### src/rtl/toy_pkg.sv
// Shared types and widths for the Toy core trace path.
// Trace entries are packed {pc, a, t}, pc in the top bits.
package toy_pkg;

  localparam int TOY_PC_W    = 12;
  localparam int TOY_WORD_W  = 16;
  localparam int TOY_TRACE_W = TOY_PC_W + 2 * TOY_WORD_W;

  typedef struct packed {
    logic [TOY_PC_W-1:0]   pc;
    logic [TOY_WORD_W-1:0] a;
    logic [TOY_WORD_W-1:0] t;
  } toy_trace_t;

  typedef enum logic {
    SEQ_HOLD,
    SEQ_RUN
  } toy_seq_e;

endpackage

### src/rtl/toy_trace_fifo.sv
// Generic first-word-fall-through FIFO.
// Full and empty are derived from the occupancy count.
module toy_trace_fifo #(
  parameter int W     = 44,
  parameter int DEPTH = 16,
  localparam int AW   = $clog2(DEPTH),
  localparam int LW   = $clog2(DEPTH + 1)
) (
  input  logic          clk,
  input  logic          reset,
  input  logic          push_i,
  input  logic          pop_i,
  input  logic [W-1:0]  wdata_i,
  output logic [W-1:0]  rdata_o,
  output logic [LW-1:0] fill_level_o,
  output logic          full_o,
  output logic          empty_o
);

  logic [W-1:0]  mem_q [DEPTH];
  logic [AW-1:0] wr_ptr_q, wr_ptr_d;
  logic [AW-1:0] rd_ptr_q, rd_ptr_d;
  logic [LW-1:0] cnt_q, cnt_d;
  logic          do_push;
  logic          do_pop;

  assign empty_o      = (cnt_q == '0);
  assign full_o       = (cnt_q == LW'(DEPTH));
  assign fill_level_o = cnt_q;
  assign rdata_o      = empty_o ? '0 : mem_q[rd_ptr_q];

  // A full FIFO still takes a push when the head leaves this cycle.
  assign do_pop  = pop_i && !empty_o;
  assign do_push = push_i && (!full_o || do_pop);

  always_comb begin
    wr_ptr_d = wr_ptr_q;
    rd_ptr_d = rd_ptr_q;
    cnt_d    = cnt_q;
    if (do_push) wr_ptr_d = wr_ptr_q + AW'(1);
    if (do_pop)  rd_ptr_d = rd_ptr_q + AW'(1);
    unique case ({do_push, do_pop})
      2'b10:   cnt_d = cnt_q + LW'(1);
      2'b01:   cnt_d = cnt_q - LW'(1);
      default: cnt_d = cnt_q;
    endcase
  end

  always_ff @(posedge clk or posedge reset) begin
    if (reset) begin
      wr_ptr_q <= '0;
      rd_ptr_q <= '0;
      cnt_q    <= '0;
    end else begin
      wr_ptr_q <= wr_ptr_d;
      rd_ptr_q <= rd_ptr_d;
      cnt_q    <= cnt_d;
    end
  end

  always_ff @(posedge clk) begin
    if (do_push) mem_q[wr_ptr_q] <= wdata_i;
  end

endmodule

### src/rtl/toy_trace_buffer.sv
// Owns the Toy core reset and records a trace entry on every pc change.
// Entries queue in a FWFT FIFO drained by the host over valid/ready.
module toy_trace_buffer
  import toy_pkg::*;
#(
  parameter int DEPTH        = 16,
  parameter int RESET_CYCLES = 2
) (
  input  logic                         clk,
  input  logic                         reset,
  output logic                         core_reset,
  input  logic [TOY_PC_W-1:0]          pc_in,
  input  logic [TOY_WORD_W-1:0]        reg_a_in,
  input  logic [TOY_WORD_W-1:0]        reg_t_in,
  input  logic                         trace_en,
  output logic                         rd_valid,
  input  logic                         rd_ready,
  output logic [TOY_TRACE_W-1:0]       rd_data,
  output logic [$clog2(DEPTH+1)-1:0]   fill_level,
  output logic                         overflow,
  output logic [15:0]                  drop_count
);

  localparam int CW = $clog2(RESET_CYCLES + 1);

  toy_seq_e              state_q, state_d;
  logic [CW-1:0]         cnt_q, cnt_d;
  logic [TOY_PC_W-1:0]   prev_pc_q, prev_pc_d;
  logic                  first_q, first_d;
  logic                  ovf_q, ovf_d;
  logic [15:0]           drop_q, drop_d;

  toy_trace_t            entry;
  logic                  run;
  logic                  push;
  logic                  pop;
  logic                  full;
  logic                  empty;

  assign run   = (state_q == SEQ_RUN);
  assign push  = run && trace_en &&
                 (first_q || (pc_in != prev_pc_q));
  assign pop   = rd_valid && rd_ready;
  assign entry = '{pc: pc_in, a: reg_a_in, t: reg_t_in};

  always_comb begin
    state_d   = state_q;
    cnt_d     = cnt_q;
    prev_pc_d = prev_pc_q;
    first_d   = first_q;
    ovf_d     = ovf_q;
    drop_d    = drop_q;
    unique case (state_q)
      SEQ_HOLD: begin
        cnt_d = cnt_q + CW'(1);
        if (cnt_d == CW'(RESET_CYCLES)) state_d = SEQ_RUN;
      end
      SEQ_RUN: begin
        prev_pc_d = pc_in;
      end
      default: state_d = SEQ_HOLD;
    endcase
    // Disabled cycles re-arm so the next enabled cycle always captures.
    if (run && !trace_en) first_d = 1'b1;
    else if (push)        first_d = 1'b0;
    if (push && full && !pop) begin
      ovf_d = 1'b1;
      if (drop_q != 16'hFFFF) drop_d = drop_q + 16'd1;
    end
  end

  always_ff @(posedge clk or posedge reset) begin
    if (reset) begin
      state_q   <= SEQ_HOLD;
      cnt_q     <= '0;
      prev_pc_q <= '0;
      first_q   <= 1'b1;
      ovf_q     <= 1'b0;
      drop_q    <= '0;
    end else begin
      state_q   <= state_d;
      cnt_q     <= cnt_d;
      prev_pc_q <= prev_pc_d;
      first_q   <= first_d;
      ovf_q     <= ovf_d;
      drop_q    <= drop_d;
    end
  end

  toy_trace_fifo #(
    .W     (TOY_TRACE_W),
    .DEPTH (DEPTH)
  ) u_fifo (
    .clk          (clk),
    .reset        (reset),
    .push_i       (push),
    .pop_i        (rd_ready),
    .wdata_i      (entry),
    .rdata_o      (rd_data),
    .fill_level_o (fill_level),
    .full_o       (full),
    .empty_o      (empty)
  );

  assign core_reset = reset || !run;
  assign rd_valid   = !empty;
  assign overflow   = ovf_q;
  assign drop_count = drop_q;

endmodule

### config.mk
export PLATFORM = sky130hd
export DESIGN_NAME = toy_trace_buffer
export DESIGN_NICKNAME = d
export VERILOG_FILES = /design/src/rtl/toy_pkg.sv /design/src/rtl/toy_trace_fifo.sv /design/src/rtl/toy_trace_buffer.sv
export SDC_FILE = /design/constraint.sdc
export NUM_CORES = 1
export LEC_CHECK = 0
export CORE_ASPECT_RATIO = 0.75
export CORE_MARGIN = 2
export CORE_UTILIZATION = 35
export CTS_CLUSTER_SIZE = 8
export DETAILED_ROUTE_END_ITERATION = 12
export PLACE_DENSITY = 0.48
export SYNTH_ARGS = -nofsm -noshare
export SYNTH_HDL_FRONTEND = slang
export SYNTH_SLANG_ARGS = --single-unit
### constraint.sdc
create_clock -name clk -period 8.9 [get_ports clk]
set_input_delay 1.335 -clock clk [delete_from_list [all_inputs] [get_ports clk]]
set_output_delay 1.335 -clock clk [all_outputs]
set_load 0.05 [all_outputs]
* Word-level counts from Yosys, hierarchy flattened *
Memories as Yosys holds them, arrays and structs flattened.
Cells that the tools add are included.

operators by class
  equal/unequal tests = 6
  $add $sub $neg = 6
  muxes and demuxes = 8
  reductions and logical operators = 19

operators with widths
  kind                     number
  $mux W44                 1
  $add A16 B1 Y16 const B  1
  $ne A16 B16 Y1 const B   1
  $ne A12 B12 Y1           1
  $pmux W5 S2              1
  $add A4 B1 Y4 const B    2
  $logic_and A1 B1 Y1      7
  $mux W1                  6
  $add A5 B1 Y5 const B    1
  $eq A5 B5 Y1 const B     1
  $logic_not A1 Y1         5
  $logic_not A5 Y1         1
  $sub A5 B1 Y5 const B    1
  $eq A2 B2 Y1 const B     2
  $reduce_bool A2 Y1       2
  $logic_or A1 B1 Y1       3
  $add A2 B1 Y2 const B    1
  $eq A2 B1 Y1 const B     1
  $reduce_and A2 Y1        1

storage, ports and cells
  word-level logic and storage cells = 49
  memories kept = 1
  register bits = 46
  bits of input ports = 48
  RAM bits = 704

memories
  name          words  bits a word  rd ports  clocked after Yosys merged registers in  write ports  line                  source
  u_fifo.mem_q  16     44           1         0                                        1            toy_trace_fifo.sv:20  logic [W-1:0] mem_q [DEPTH];

* Depth between registers and ports, before layout *
Gate-level depths: netlist (run 1).

  depth in word-level cells = 7
  gate-level depth with buffers = 12
  depth with buffers taken out = 12

* By module *
Synthesis (run 1) repeated with hierarchy kept, for this count alone.

unflattened totals
  cell total of the unflattened synthesis = 1326
  area total of the unflattened synthesis = 29235.5 µm²

modules (own cells, without submodules)
  module            times used  area each (µm²)  cells an instance
  toy_trace_fifo    1           27548.9          1189
  toy_trace_buffer  1           1686.6           137

* Worst setup path after synthesis (run 1) *
Ideal clock, no wire load.

  path kind = input -> register
  start point = input port pc_in[6]
  end point = memory u_fifo.mem_q[7][0], enable pin
  data arrival time = 6618 ps
  stages on the path = 6
  setup time = 571 ps
  required time = 8329 ps
  path buffers = 1
  slack = 1711 ps
  cell sequence = xor2_1 -> nor4_1 -> nand4_1 -> nand3_1 -> clkbuf_1 -> nor4b_1

between the ends
  word-level cells in the longest chain between the ends = 6

RTL lines
  element                        line                    source
  start: declaration             toy_trace_buffer.sv:12  input logic [TOY_PC_W-1:0] pc_in,
  $ne A12 B12 Y1                 toy_trace_buffer.sv:42  (first_q || (pc_in != prev_pc_q));
  $logic_or A1 B1 Y1             toy_trace_buffer.sv:42
  $logic_and A1 B1 Y1            toy_trace_buffer.sv:41  assign push = run && trace_en &&
  $logic_and A1 B1 Y1            toy_trace_fifo.sv:34    assign do_push = push_i && (!full_o || do_pop);
  $mux W1                        toy_trace_fifo.sv:62    if (do_push) mem_q[wr_ptr_q] <= wdata_i;
  $mux W1 (not written as such)  toy_trace_fifo.sv:62
  end: declaration               toy_trace_fifo.sv:20

Every way passes these cells.

* Worst setup path in the final report (run 1) *
  start point = register u_fifo.rd_ptr_q[0]
  end point = output port rd_data[41]

between the ends
  word-level cells in the longest chain between the ends = 2

RTL lines
  element                   line                    source
  start: declaration        toy_trace_fifo.sv:22    logic [AW-1:0] rd_ptr_q, rd_ptr_d;
  start signal: assignment  toy_trace_fifo.sv:56    rd_ptr_q <= rd_ptr_d;
  $mem_v2 Z16 W44           n/a
  $mux W44                  toy_trace_fifo.sv:30    assign rdata_o = empty_o ? '0 : mem_q[rd_ptr_q];
  end: declaration          toy_trace_buffer.sv:18  output logic [TOY_TRACE_W-1:0] rd_data,

Every way passes these cells.

==> impl_metrics.json, run 1 <==
{
  "floorplan.io_pins": 116,
  "timing.hold.ws_ns": 0.463,
  "overflow": 0,
  "synth_top_area_share_pct": 72.6,
  "later_pin_clock_latency_in_the_skew_report_ns": 0.65,
  "run_status": "complete, no violations",
  "finalWorstSetupSlack_ns": 3.13,
  "path_max_fanout": 44,
  "area_growth_from_synthesis_to_layout_pct": 18.4,
  "cp.required_ns": 7.57,
  "placeableCoreArea_um2": 82300,
  "postCtsResizedCells": 0,
  "layout.nets": 1494,
  "detailedPlacementHpwl_um": 33100,
  "worst_ir_drop_vdd_uv": 214,
  "routabilityCongestion": 0.715,
  "detailed_place.area_um2": 31600,
  "timing.fmax_mhz": 173,
  "cts_num_sinks": 750,
  "rsz0062_at_grt": "no",
  "worst_slew_pin_slew_ns": 1.25,
  "register_bit_total_from_synthesis": 750,
  "tritoncts.num_buffers": 103,
  "timing.max_cap.violations": 0,
  "whs_path_depth": 1,
  "yosysUniqueCellTypes": 36,
  "yosysWarningCount": 0,
  "viasPerCell": 5.13,
  "setup-violations-final": 0,
  "yosys.area.top_type": "sky130_fd_sc_hd__edfxtp_1",
  "route.antenna.remaining_nets": 0,
  "synth_top_area_cells": "sky130_fd_sc_hd__edfxtp_1 73%, sky130_fd_sc_hd__mux4_2 17%, sky130_fd_sc_hd__dfrtp_1 3.9%, sky130_fd_sc_hd__and2_1 1.1%, sky130_fd_sc_hd__mux2_2 0.58%",
  "power.leakage_nw": 11.0,
  "ys.flop_type": "sky130_fd_sc_hd__edfxtp_1",
  "htree_levels": 3,
  "floorplan.die.height_um": 254,
  "grt_max_degree": 145,
  "dr_iter_0_viols": 919,
  "fin_crit_sh_pct": 64.8,
  "cts-hold-fix-buffers": 0,
  "ff_to_ff_path_depth": 7,
  "die_area_um2": 85500,
  "asyncSetResetFlopFracSynth_pct": 6.13,
  "drt_wl_total_um": 67500,
  "timing_worst_setup_path_type": "reg -> out",
  "finalClockSkew_ns": 0.0238,
  "syn-num-nets": 1308,
  "initial_utilization_pct": 35.4,
  "power.density_nw_per_um2": 347,
  "clockRootBuffer": "sky130_fd_sc_hd__clkbuf_16",
  "pre_cts_ws_ns": 3.17,
  "crit_path_end_kind": "output port",
  "timing.critical_path.slowest_cell_delay_ns": 0.85,
  "layout-drive-gt1-share_pct": 27.0,
  "worst_path_max_delay_cell": "sky130_fd_sc_hd__dfrtp_4",
  "synth.cell_area_um2": 29100,
  "vias_in_the_first_global_route": 14432,
  "number_of_enable_flip_flop_cells_after_synthesis": 704,
  "vias": 13271,
  "worst_setup_hold_path_clk_slew_ns": 0.05,
  "die_width_um": 337,
  "final_max_slew_viol_count": 0,
  "final_design_area_no_fill_um2": 34500,
  "finalCriticalPeriod_ns": 5.77,
  "route.detailed.wl_per_inst_um": 26.1,
  "cts_post_setup_buffers_inserted": 0,
  "final_count_of_hold_timing_violations": 0,
  "syn_inst": 1249,
  "cts_max_path_buffers": 3,
  "setup.worst_path.start_class": "register",
  "wire_length_of_the_first_global_routing_pass_um": 99000,
  "synth_sequential_area_ratio_pct": 76.6,
  "final.setup.tns_ns": 0,
  "io_buffers": 115,
  "drt-pass1-iter-count": 5,
  "hold_class": "reg -> reg",
  "track_usage_pct": 16.1,
  "tritoncts": "done",
  "route.detailed.drc": 0,
  "avgSynthCellArea_um2": 23.3,
  "worst_path_most_repeated_cell": "sky130_fd_sc_hd__mux4_2",
  "antenna_found_initial": 6,
  "crit_path_cell_trace": "buf_4, mux4_2, mux4_2, and2_1, clkdlybuf4s50_1",
  "num_rows": 91,
  "slew_headroom_pct": 16.4,
  "utilization_pct": 41.9,
  "timing.critical_path.arrival_ns": 4.44
}
[stage by stage]
| step | power, mW | cells |
|---|---|---|
| floorplan | 7.33 | 1249 |
| global placement | 8.60 | 2446 |
| detailed placement | 8.63 | 2446 |
| CTS | 12.2 | 2585 |
| global route | 12.5 | 2585 |
| finish | 12.0 | 2586 |
[path summary, 6_finish.rpt]
kind                                                start                        endpoint  slack [ns]
max                        u_fifo.rd_ptr_q[0]$_DFFE_PP0P_                     rd_data[41]        3.13
min                                  cnt_q[0]$_DFFE_PP0N_            cnt_q[0]$_DFFE_PP0N_        0.46
max reg2reg                      prev_pc_q[6]$_DFFE_PP0P_    u_fifo.mem_q[0][9]$_DFFE_PP_        5.12
min reg2reg                          cnt_q[0]$_DFFE_PP0N_            cnt_q[0]$_DFFE_PP0N_        0.46
max in group asynchronous                           reset  u_fifo.rd_ptr_q[0]$_DFFE_PP0P_        7.20
min in group asynchronous                           reset            cnt_q[0]$_DFFE_PP0N_        1.19
[cells in the final DEF (no fill, tap or decap), types with 9 or more instances in the layout]
cell                              Yosys  layout
sky130_fd_sc_hd__edfxtp_1           704     704
sky130_fd_sc_hd__xor2_1              17      17
sky130_fd_sc_hd__ha_1                10      10
sky130_fd_sc_hd__clkbuf_1            31      29
sky130_fd_sc_hd__dfrtp_1             45      41
sky130_fd_sc_hd__nand4_1             10      10
sky130_fd_sc_hd__nand2_1             19      18
sky130_fd_sc_hd__buf_4                0      25
sky130_fd_sc_hd__mux4_2             220     220
sky130_fd_sc_hd__nor2_1              13       9
sky130_fd_sc_hd__and2_1              49      46
sky130_fd_sc_hd__clkdlybuf4s50_1      0     115
sky130_fd_sc_hd__clkbuf_16            0     106
sky130_fd_sc_hd__xnor2_1             19      19
sky130_fd_sc_hd__mux2_2              15      15
[cell usage after synthesis, types with 3 or more instances]
cell,n
sky130_fd_sc_hd__a21o_1,3
sky130_fd_sc_hd__a21oi_1,4
sky130_fd_sc_hd__a22o_1,3
sky130_fd_sc_hd__and2_1,49
sky130_fd_sc_hd__and3_1,8
sky130_fd_sc_hd__and4_1,3
sky130_fd_sc_hd__buf_1,5
sky130_fd_sc_hd__buf_2,11
sky130_fd_sc_hd__buf_6,14
sky130_fd_sc_hd__clkbuf_1,31
sky130_fd_sc_hd__dfrtp_1,45
sky130_fd_sc_hd__edfxtp_1,704
sky130_fd_sc_hd__ha_1,10
sky130_fd_sc_hd__inv_1,9
sky130_fd_sc_hd__mux2_2,15
sky130_fd_sc_hd__mux2i_1,3
sky130_fd_sc_hd__mux4_2,220
sky130_fd_sc_hd__nand2_1,19
sky130_fd_sc_hd__nand3_1,8
sky130_fd_sc_hd__nand4_1,10
sky130_fd_sc_hd__nor2_1,13
sky130_fd_sc_hd__nor3_1,8
sky130_fd_sc_hd__nor4_1,5
sky130_fd_sc_hd__o21ai_0,3
sky130_fd_sc_hd__xnor2_1,19
sky130_fd_sc_hd__xor2_1,17
[state kept, by name, indices dropped and copies added (netlist names)]
register	flops
u_fifo.mem_q	704
drop_count	16
prev_pc_q	12
u_fifo.fill_level_o	5
u_fifo.rd_ptr_q	4
u_fifo.wr_ptr_q	4
cnt_q	2
first_q	1
overflow	1
run	1
[worst max-delay path, delay by kind of cell, from the launching register on]
family | cells | cell delay, ns
mux | 2 | 1.12
simple gates | 1 | 0.21
buf+inv | 2 | 1.56
flops | 1 | 0.85
[power by group]
group          internal [mW]  switching (mW)  total, mW
clock network           2.13            1.39       3.51
logic                   1.72            2.26       3.98
registers               4.24           0.234       4.47
[area by class of cell]
class                   instances  area [µm²]
fillers                      7137       47800
flip-flops and latches        750       22300
clock inverters                 4        85.1
clock buffers                 135        2760
inverters                       9        33.8
diodes                          1        2.50
repair buffers                142        1380
well taps                    1116        1400
multi-input cells             429        6510
[cells by family (layout without fill, tap and decap cells)]
| family | Yosys count | in the layout | synth area share [%] |
|---|---|---|---|
| muxes | 238 | 238 | 17.7 |
| DFF | 750 | 750 | 76.6 |
| AOI/OAI and AO/OA | 16 | 16 | 0.365 |
| adders and majority gates | 11 | 11 | 0.499 |
| other | 0 | 1 | 0 |
| and+or+nand+nor | 128 | 128 | 2.47 |
| buffers and inverters | 70 | 290 | 1.31 |
| xor gates and xnor gates | 36 | 36 | 1.08 |
[per-layer routing]
metal	up-vias	GRT usage [%]	part of all wire, %
li1	5611	-	-
met2	313	24.8	46
met5	-	0	0.052
met1	7243	23.7	47
met3	98	2.90	4.4
met4	6	4.60	1.9
Power figures use the tool's default switching activity.
==> run 2, diff against run 1 <==
--- a/config.mk
+++ b/config.mk
@@ -10,7 +10,7 @@
 export CORE_UTILIZATION = 35
 export CTS_CLUSTER_SIZE = 8
 export DETAILED_ROUTE_END_ITERATION = 12
-export PLACE_DENSITY = 0.48
+export PLACE_DENSITY = 0.5
 export SYNTH_ARGS = -nofsm -noshare
 export SYNTH_HDL_FRONTEND = slang
 export SYNTH_SLANG_ARGS = --single-unit
==> constraint.sdc (replaced) <==
create_clock -name clk -period 4.67 [get_ports clk]
set_input_delay 0.7005 -clock clk [delete_from_list [all_inputs] [get_ports clk]]
set_output_delay 0.7005 -clock clk [all_outputs]
set_load 0.05 [all_outputs]
==> run 2 against run 1 <==
Against the previous run: combinational power rose by 100%; count of clock-buffer cells in the layout fell by 4; register-to-register slack got worse by 3.5 ns; critical path depth did not move; final cell count rose by 1.2%; clock power rose by 90%; total power rose by 93%; non-clock buffer count rose by 35; routed wire length rose by 3.4%; core utilization rose by 0.66 points; sequential power rose by 90%; critical path type unchanged; critical endpoint is now rd_data[40]; largest cell class unchanged.
==> impl_metrics.json, run 2 (synthesized netlist as in run 1, its figures left out) <==
{
  "run_status": "complete, no violations",
  "grt_max_degree": 50,
  "crit_path_cell_trace": "buf_4, mux4_2, mux4_2, and2_1, clkdlybuf4s50_1",
  "vias": 13559,
  "cts_post_setup_buffers_inserted": 0,
  "setup-violations-final": 0,
  "placeableCoreArea_um2": 82300,
  "fin_total_pwr_mw": 23.1,
  "power.density_nw_per_um2": 661,
  "power.leakage_nw": 11.2,
  "cp.buffers_inverters": 2,
  "dr_iter_0_viols": 1037,
  "worst_path_max_delay_cell": "sky130_fd_sc_hd__dfrtp_4",
  "hold_class": "reg -> reg",
  "clockRootBuffer": "sky130_fd_sc_hd__clkbuf_16",
  "most-common-layout-cells": "704 x sky130_fd_sc_hd__edfxtp_1, 220 x sky130_fd_sc_hd__mux4_2, 115 x sky130_fd_sc_hd__clkdlybuf4s50_1, 105 x sky130_fd_sc_hd__clkbuf_16, 46 x sky130_fd_sc_hd__and2_1",
  "route.detailed.drc": 0,
  "die_width_um": 337,
  "path_max_fanout": 39,
  "routabilityCongestion": 0.720,
  "finalClockSkew_ns": 0.0210,
  "cts_max_path_buffers": 3,
  "timing_worst_setup_path_type": "reg -> out",
  "viasPerCell": 5.18,
  "final_max_slew_viol_count": 0,
  "route.antenna.remaining_nets": 0,
  "mostFrequentLayoutCell": "sky130_fd_sc_hd__edfxtp_1",
  "drt-pass1-iter-count": 7,
  "worst_setup_hold_path_clk_slew_ns": 0.05,
  "stdcell_count": 2617,
  "route.detailed.wl_per_inst_um": 26.7,
  "tritoncts": "done",
  "vias_in_the_first_global_route": 14648,
  "drt_wl_total_um": 69700,
  "antenna_found_initial": 5,
  "worst_path_most_repeated_cell": "sky130_fd_sc_hd__mux4_2",
  "floorplan.io_pins": 116,
  "track_usage_pct": 16.6,
  "antennaDiodeCount": 0,
  "layout-drive-gt1-share_pct": 28.8,
  "area_growth_from_synthesis_to_layout_pct": 20.3,
  "placed_cells": 2480,
  "fin_crit_sh_pct": 95.3,
  "num_rows": 91,
  "largest_register": "u_fifo.mem_q",
  "rsz0062_at_grt": "no",
  "slew_headroom_pct": 38.5,
  "tritoncts.num_buffers": 103,
  "timing.critical_path.slowest_cell_delay_ns": 0.85,
  "final_count_of_hold_timing_violations": 0,
  "cp.required_ns": 3.97,
  "postCtsResizedCells": 0,
  "wire_length_of_the_first_global_routing_pass_um": 101000,
  "worst_ir_drop_vdd_uv": 397,
  "cts_num_sinks": 750,
  "timing.max_cap.violations": 0,
  "worst_slew_pin_slew_ns": 0.919,
  "detailedPlacementHpwl_um": 36000,
  "layout.nets": 1529,
  "initial_utilization_pct": 35.4,
  "crit_path_end_kind": "output port",
  "die_area_um2": 85500,
  "utilization_pct": 42.5,
  "overflow": 0,
  "critical_path.top_delay_family": "buffers and inverters",
  "cts-hold-fix-buffers": 0,
  "timing.fmax_mhz": 225,
  "finalCriticalPeriod_ns": 4.45,
  "htree_levels": 3,
  "number_of_flip_flops_under_the_largest_register_name": 704,
  "setup.worst_path.start_class": "register",
  "io_buffers": 115,
  "floorplan.die.height_um": 254,
  "timing.hold.ws_ns": 0.466,
  "later_pin_clock_latency_in_the_skew_report_ns": 0.65,
  "timing.critical_path.arrival_ns": 3.75
}
==> run 2: changes by cell type in the layout (fill, tap and decap cells not counted), sizes merged <==
cell,previous run,this run
buf,27,62
clkbuf,135,131
clkinv,3,1
diode,1,0
inv,10,13
==> run 2: worst paths after layout <==
| check | from | end | slack [ns] | cells past startpoint |
|---|---|---|---|---|
| worst max-delay path | u_fifo.rd_ptr_q[1]$_DFFE_PP0P_ | rd_data[40] | 0.22 | 5 |
| worst min-delay path | first_q$_DFFE_PP1P_ | first_q$_DFFE_PP1P_ | 0.47 | 2 |
| worst max register to register | prev_pc_q[0]$_DFFE_PP0P_ | u_fifo.fill_level_o[4]$_DFFE_PP0P_ | 1.59 | 12 |
| worst min register to register | first_q$_DFFE_PP1P_ | first_q$_DFFE_PP1P_ | 0.47 | 2 |
| max in group asynchronous | reset | u_fifo.rd_ptr_q[2]$_DFFE_PP0P_ | 3.61 | 3 |
| min in group asynchronous | reset | run$_DFF_PP0_ | 0.55 | 3 |
==> run 2: worst register-to-register path: stages, from the launching register on <==
cell                       delay, ns
sky130_fd_sc_hd__dfrtp_1        0.38
sky130_fd_sc_hd__xor2_1         0.43
sky130_fd_sc_hd__nor2_1         0.12
sky130_fd_sc_hd__and4_1         0.26
sky130_fd_sc_hd__o21ai_0        0.22
sky130_fd_sc_hd__inv_1          0.14
sky130_fd_sc_hd__fa_1           0.42
sky130_fd_sc_hd__a21o_1         0.17
sky130_fd_sc_hd__a21oi_1        0.25
sky130_fd_sc_hd__nand2_1        0.09
sky130_fd_sc_hd__a21oi_1        0.18
sky130_fd_sc_hd__nor3_1         0.07
sky130_fd_sc_hd__a221oi_1       0.23
==> run 2: area by class of cell <==
class	instances	area, µm²
clock buffers	131	2740
clock inverters	5	76.3
fillers	7083	47300
inverters	9	33.8
multi-input cells	429	6530
flip-flops and latches	750	22300
well taps	1116	1400
repair buffers	177	1940
==> run 2: where the power goes <==
group	internal (mW)	total, mW	switching, mW
Combinational	3.52	7.97	4.45
Clock	4.02	6.67	2.65
Sequential	8.07	8.49	0.424
==> run 2: routing by layer <==
layer / global-route usage, % / up-vias / part of all wire, %
li1: - / 5694 / -
met1: 24.5 / 7415 / 47
met2: 25.1 / 341 / 46
met3: 3.59 / 101 / 5.2
met4: 3.98 / 8 / 1.7
met5: 0 / - / 0.082
==> run 2: through the flow <==
step / instance area (µm²) / worst slack [ns] / TNS [ns]
floorplan: 29100 / -0.312 / -41.12
global placement: 32200 / 0.584 / 0
detailed placement: 32200 / 0.530 / 0
CTS: 35000 / 0.00796 / 0
global route: 35000 / 0.104 / 0
finish: 35000 / 0.217 / 0
